**config.mk**
```make
export PLATFORM = sky130hd
export DESIGN_NAME = jtcps2_keysend
export DESIGN_NICKNAME = d
export VERILOG_FILES = /design/src/rtl/jtcps2_keysend_pkg.sv /design/src/rtl/jtcps2_keyinv.sv /design/src/rtl/jtcps2_keysend.sv
export SDC_FILE = /design/constraint.sdc
export NUM_CORES = 1
export LEC_CHECK = 0
export ABC_AREA = 1
export CAP_MARGIN = 20
export CORE_ASPECT_RATIO = 1.4
export CORE_UTILIZATION = 50
export CTS_CLUSTER_SIZE = 16
export DETAILED_ROUTE_END_ITERATION = 8
export PLACE_DENSITY = 0.83
export SKIP_CTS_REPAIR_TIMING = 1
export SLEW_MARGIN = 25
export SYNTH_ARGS = -nofsm -noshare
export SYNTH_HDL_FRONTEND = slang
export SYNTH_SLANG_ARGS = --single-unit
```
**constraint.sdc**
```tcl
create_clock -name clk -period 4.55 [get_ports clk]
set_clock_uncertainty 0.05 [all_clocks]
set_input_delay 0.6825 -clock clk [delete_from_list [all_inputs] [get_ports clk]]
set_output_delay 0.6825 -clock clk [all_outputs]
set_load 0.005 [all_outputs]
```
**src/rtl/jtcps2_keysend_pkg.sv**
```systemverilog
// Shared constants and helpers for the CPS2 key-byte transmitter: stream geometry,
// signature constants and the cfg-word to raw-bit placement used by the inverse scramble.
package jtcps2_keysend_pkg;

    localparam int KEY_BYTES = 20;
    localparam int RAW_W     = 160;
    localparam int CFG_WORDS = 10;

    localparam logic [7:0]  SUM_MASK = 8'hCF;
    localparam logic [11:0] SUM_XOR  = 12'h065;

    typedef logic [RAW_W-1:0] raw_t;

    typedef struct packed {
        logic [15:0] addr_rng;
        logic [63:0] key;
    } key_cfg_t;

    // Raw block that receives cfg word j (words 6/7 and 8/9 are swapped).
    function automatic int block_of(input int j);
        case (j)
            6:       return 7;
            7:       return 6;
            8:       return 9;
            9:       return 8;
            default: return j;
        endcase
    endfunction

    // Raw bit index for bit p of cfg word j, wrapping modulo the image width.
    function automatic int raw_index(input int j, input int p);
        int b;
        int idx;
        b = 16 * block_of(j);
        if (p >= 10)
            idx = b + 25 - p;
        else if (p >= 2)
            idx = b + 9 - p;
        else
            idx = b - 7 - p;
        return (idx + RAW_W) % RAW_W;
    endfunction

    // One step of the loader's running signature.
    function automatic logic [11:0] sum_step(input logic [11:0] s, input logic [7:0] d);
        logic [11:0] t;
        t = ((d & SUM_MASK) != 8'h00) ? (s ^ SUM_XOR) : s;
        return t + {{4{d[7]}}, d};
    endfunction

endpackage

```
**src/rtl/jtcps2_keyinv.sv**
```systemverilog
// Combinational inverse of the loader's bit scramble: rebuilds the 160-bit raw key
// image from the decoded key and the address-range word.
module jtcps2_keyinv
    import jtcps2_keysend_pkg::*;
(
    input  logic [15:0] addr_rng,
    input  logic [63:0] key,
    output raw_t        raw
);

    logic [RAW_W-1:0] cfg;

    assign cfg = {addr_rng, 80'd0, key};

    // Every raw bit is reached by exactly one (word, bit) pair, so this is a pure permutation.
    generate
        for (genvar gi = 0; gi < CFG_WORDS; gi++) begin : g_word
            for (genvar gb = 0; gb < 16; gb++) begin : g_bit
                localparam int IDX = raw_index(gi, gb);
                assign raw[IDX] = cfg[144 - 16*gi + gb];
            end
        end
    endgenerate

endmodule

```
**src/rtl/jtcps2_keysend.sv**
```systemverilog
// CPS2 key-byte transmitter: latches key/addr_rng on start, rebuilds the raw image and
// sends it LSB byte first on a dout/dout_we strobe while tracking the loader signature.
module jtcps2_keysend
    import jtcps2_keysend_pkg::*;
#(
    parameter int WE_HIGH = 2,
    parameter int WE_LOW  = 2
) (
    input  logic        clk,
    input  logic        rst,
    input  logic        start,
    input  logic [63:0] key,
    input  logic [15:0] addr_rng,
    output logic [7:0]  dout,
    output logic        dout_we,
    output logic        busy,
    output logic        done,
    output logic [11:0] sum
);

    localparam logic [2:0] ST_IDLE = 3'd0;
    localparam logic [2:0] ST_LOAD = 3'd1;
    localparam logic [2:0] ST_HIGH = 3'd2;
    localparam logic [2:0] ST_LOW  = 3'd3;
    localparam logic [2:0] ST_DONE = 3'd4;

    localparam int PH_MAX = (WE_HIGH > WE_LOW) ? WE_HIGH : WE_LOW;
    localparam int PH_W   = (PH_MAX > 1) ? $clog2(PH_MAX) : 1;

    logic [2:0]      state_reg;
    logic [PH_W-1:0] phase_reg;
    logic [4:0]      byte_cnt_reg;
    raw_t            shift_reg;
    key_cfg_t        cfg_reg;
    logic [7:0]      dout_reg;
    logic [11:0]     sum_reg;
    raw_t            raw;
    logic [7:0]      byte_next;

    jtcps2_keyinv u_keyinv (
        .addr_rng (cfg_reg.addr_rng),
        .key      (cfg_reg.key),
        .raw      (raw)
    );

    // Byte 0 comes straight from the freshly built image; later bytes from the shifter.
    assign byte_next = (state_reg == ST_LOAD) ? raw[7:0] : shift_reg[7:0];

    always_ff @(posedge clk) begin
        if (rst) begin
            state_reg    <= ST_IDLE;
            phase_reg    <= '0;
            byte_cnt_reg <= '0;
            shift_reg    <= '0;
            cfg_reg      <= '0;
            dout_reg     <= '0;
            sum_reg      <= '0;
        end else begin
            case (state_reg)
                ST_IDLE: begin
                    if (start) begin
                        cfg_reg.addr_rng <= addr_rng;
                        cfg_reg.key      <= key;
                        sum_reg          <= '0;
                        state_reg        <= ST_LOAD;
                    end
                end
                ST_LOAD: begin
                    shift_reg    <= raw >> 8;
                    dout_reg     <= byte_next;
                    sum_reg      <= sum_step(sum_reg, byte_next);
                    byte_cnt_reg <= '0;
                    phase_reg    <= '0;
                    state_reg    <= ST_HIGH;
                end
                ST_HIGH: begin
                    if (phase_reg == PH_W'(WE_HIGH - 1)) begin
                        phase_reg <= '0;
                        state_reg <= ST_LOW;
                    end else begin
                        phase_reg <= phase_reg + 1'b1;
                    end
                end
                ST_LOW: begin
                    if (phase_reg == PH_W'(WE_LOW - 1)) begin
                        phase_reg <= '0;
                        if (byte_cnt_reg == 5'(KEY_BYTES - 1)) begin
                            state_reg <= ST_DONE;
                        end else begin
                            shift_reg    <= shift_reg >> 8;
                            dout_reg     <= byte_next;
                            sum_reg      <= sum_step(sum_reg, byte_next);
                            byte_cnt_reg <= byte_cnt_reg + 5'd1;
                            state_reg    <= ST_HIGH;
                        end
                    end else begin
                        phase_reg <= phase_reg + 1'b1;
                    end
                end
                ST_DONE: state_reg <= ST_IDLE;
                default: state_reg <= ST_IDLE;
            endcase
        end
    end

    assign dout    = dout_reg;
    assign dout_we = (state_reg == ST_HIGH);
    assign busy    = (state_reg == ST_LOAD) || (state_reg == ST_HIGH) || (state_reg == ST_LOW);
    assign done    = (state_reg == ST_DONE);
    assign sum     = sum_reg;

endmodule

```
==> impl_metrics.csv <==
group,metric,value,unit
status,run_status,"finished, final reports clean",
finish,insertedDiodeCount,0,
clock_network,cts_buffers,24,
power,powerDensity,607,mW/mm²
setup_path,cp.arrival,4.23,ns
die,dieWidth,124,µm
power,clockPowerShare,25.3,%
finish,largest_register_ffs,152,
logic_synthesis,syn_inst,1381,
place,place.gp.congestion,0.860,
setup_path,criticalPathCategory,"register to register",
finish,layout_common_cells,"370 x nand2_1, 261 x dfxtp_1, 167 x nor2_1",
finish,fillCellCount,1853,
place,dpl_worst_slack,0.853,ns
logic_synthesis,netlist_area,0.0104,mm²
setup_path,cp-start-kind,"register",
setup_path,crit_chain,"inv_2 -> nor2_4 -> clkinv_2 -> nor2_1 -> a21oi_2 -> inv_2 -> nor2_4 -> inv_2 -> buf_4 -> nand2_1 -> a21oi_1",
logic_synthesis,synth_top_area_share,50.3,%
logic_synthesis,ys_ff_latch,261,
finish,drive_gt1_share,6.24,%
setup_path,crit_path_end_kind,"register",
finish,seqCellArea,0.00523,mm²
setup_path,worst-path-buf-inv,5,
place,dp_hpwl,15.0,mm
logic_synthesis,synthDistinctLibCells,39,
routing,antenna_left,0,
clock_network,cts_buffer_depth,3,
finish,multi_input_area,0.00460,mm²
setup_path,cp_slowest_stage_delay,0.76,ns
logic_synthesis,ys_seq_area_share,50.3,%
clock_network,clkLatencyLatePin,0.53,ns
setup_path,crit_start,"state_reg[0]",
global_route,antenna_found_initial,0,
finish,final_common_cell,"nand2_1",
power,leakage,4.50,nW
sta,period_needed,3.83,ns
die,start_util,50.8,%
setup_path,worstPathMaxFanout,66,
clock_network,clkTransAtPathRegs,0.06,ns
routing,vias,9072,
sta,setup_tns,0,ns
sta,drv_slew,0,
sta,hold_violations,0,
logic_synthesis,synth.avg_cell_area,7.53,µm²
global_route,grt_pass1_wl,39.5,mm
clock_network,cts_sinks,261,
finish,nNetsFinal,1521,
setup_path,slowest_stage,"dfxtp_1",
logic_synthesis,yosysWarnings,0,
clock_network,cts_tree,"built",
die,core-area,0.0205,mm²
logic_synthesis,yosys-top-cells-area,"dfxtp_1 50%, nand2_1 13%, o21ai_0 7.6%",
power,power_frac_seq,42.5,%
sta,setup_viol_count_final,0,
routing,wl_per_cell,13.7,µm
setup_path,cp_top_family,"buffers and inverters",
logic_synthesis,syn-num-nets,1477,
die,io_pins,106,
place,place_area,0.0114,mm²
finish,syn_to_final_growth,17.1,%
sta,final.period_utilization,84.1,%
global_route,track_usage,22.4,%
place,port-buffer-count,105,
die,rows,62,
die,fp.dieH,173,µm
flow_run,maxCapViolCount,0,
global_route,grt_max_degree,108,
setup_path,r2r_start,"state_reg[0]",
routing,drt-vias-per-instance,5.34,
routing,drt-total-wl,23.3,mm
global_route,grt_pass1_vias,8507,
routing,drt_iter0_markers,755,
sta,slew_headroom,40.9,%
setup_path,cpMostUsedCell,"inv_2",
hold_path,hold_path.class,"register to register",
routing,drc,0,
power,swShare,37.1,%
sta,fmax,0.261,GHz
power,p_int,4.64,mW
hold_path,holdCritStartpoint,"shift_reg[67]",
setup_path,crit_required,4.95,ns
clock_network,cts_root_buffer,"clkbuf_16",
sta,rsz0062_at_grt,"false",
die,fp.dieArea,0.0214,mm²
global_route,grt_overflow,0,
routing,drtPass1Iterations,5,
sta,tightestPinTransition,0.887,ns
power,ir_drop,0.358,mV
finish,design_area,0.0122,mm²
clock_network,htree_num_levels,1,
logic_synthesis,synth_area_leader_cell,"dfxtp_1",
power,switching_power,2.74,mW
sta,finalWorstSetupSlack,0.721,ns
power,combPwrFrac,32.2,%
## worst paths after layout
| check | slack (ns) | depth (start not counted) | endpoint |
|---|---|---|---|
| worst max-delay path | 0.72 | 11 | shift_reg[47] |
| worst min-delay path | 0.41 | 2 | shift_reg[67] |
| worst max register to register | 0.72 | 11 | shift_reg[47] |
| worst min register to register | 0.41 | 2 | shift_reg[67] |
## layer usage
| layer | GRT usage [%] | part of all wire [%] | vias to the layer above |
|---|---|---|---|
| li1 | - | - | 4622 |
| met1 | 29.2 | 44 | 4206 |
| met2 | 37.3 | 49 | 196 |
| met3 | 2.94 | 3.8 | 48 |
| met4 | 7.78 | 2.7 | 0 |
| met5 | 0 | 0 | - |
## cell families (layout without fill, tap and decap cells)
logic type	count (synthesis)	in the layout	share of synthesized area, %
AND/OR/NAND/NOR	600	600	23.6
adder cells (fa/ha/maj)	13	13	1.64
AO/OA/AOI/OAI	362	362	18.5
XOR/XNOR	5	5	0.421
flip-flops	261	261	50.3
buffers and inverters	140	201	5.57
## power by group through the flow
stage                     Sequential [mW]  Clock [mW]  Combinational (mW)
after CTS                            3.13        1.90                2.39
after floorplan                      3.05           0                1.85
after detailed placement             3.17           0                2.37
after global routing                 3.19        1.99                2.70
final                                3.14        1.87                2.38
after global placement               3.17           0                2.32
## through the flow
| stage | cells | util [%] | hold slack, ns | total power [mW] |
|---|---|---|---|---|
| after global routing | 1698 | 59.4 | 0.421 | 7.89 |
| after detailed placement | 1655 | 55.9 | 0.402 | 5.54 |
| final | 1698 | 59.4 | 0.410 | 7.39 |
| after global placement | 1655 | 55.9 | 0.394 | 5.49 |
| after floorplan | 1381 | - | 0.375 | 4.90 |
| after CTS | 1698 | 59.4 | 0.412 | 7.42 |
## worst register-to-register path: stages (launching register included)
cell and delay [ns]:
dfxtp_1 0.76, inv_2 0.12, nor2_4 0.15, clkinv_2 0.65
nor2_1 0.35, a21oi_2 0.07, inv_2 0.12, nor2_4 0.04
inv_2 0.63, buf_4 0.55, nand2_1 0.13, a21oi_1 0.16
## area by class of cell
class | count | area share [%]
clock buffers | 33 | 5.38
clock inverters | 10 | 0.576
inverters | 42 | 1.32
multi-input cells | 980 | 37.8
flip-flops and latches | 261 | 42.9
well taps | 256 | 2.63
repair buffers | 116 | 9.33
## cells in the mapped netlist (all sizes together)
master	number
and3	1
clkbuf	73
dfxtp	261
a211oi	2
xor2	5
o22ai	1
nand2	384
inv	42
a21o	2
or2	2
a21oi	127
nor4	1
nand3	29
o21bai	3
a31oi	66
nand3b	1
nor3b	1
nand4	1
ha	12
buf	25
o21ai	161
nor2	174
nor3	6
fa	1
Note: power is estimated with default switching activity, not from simulation.
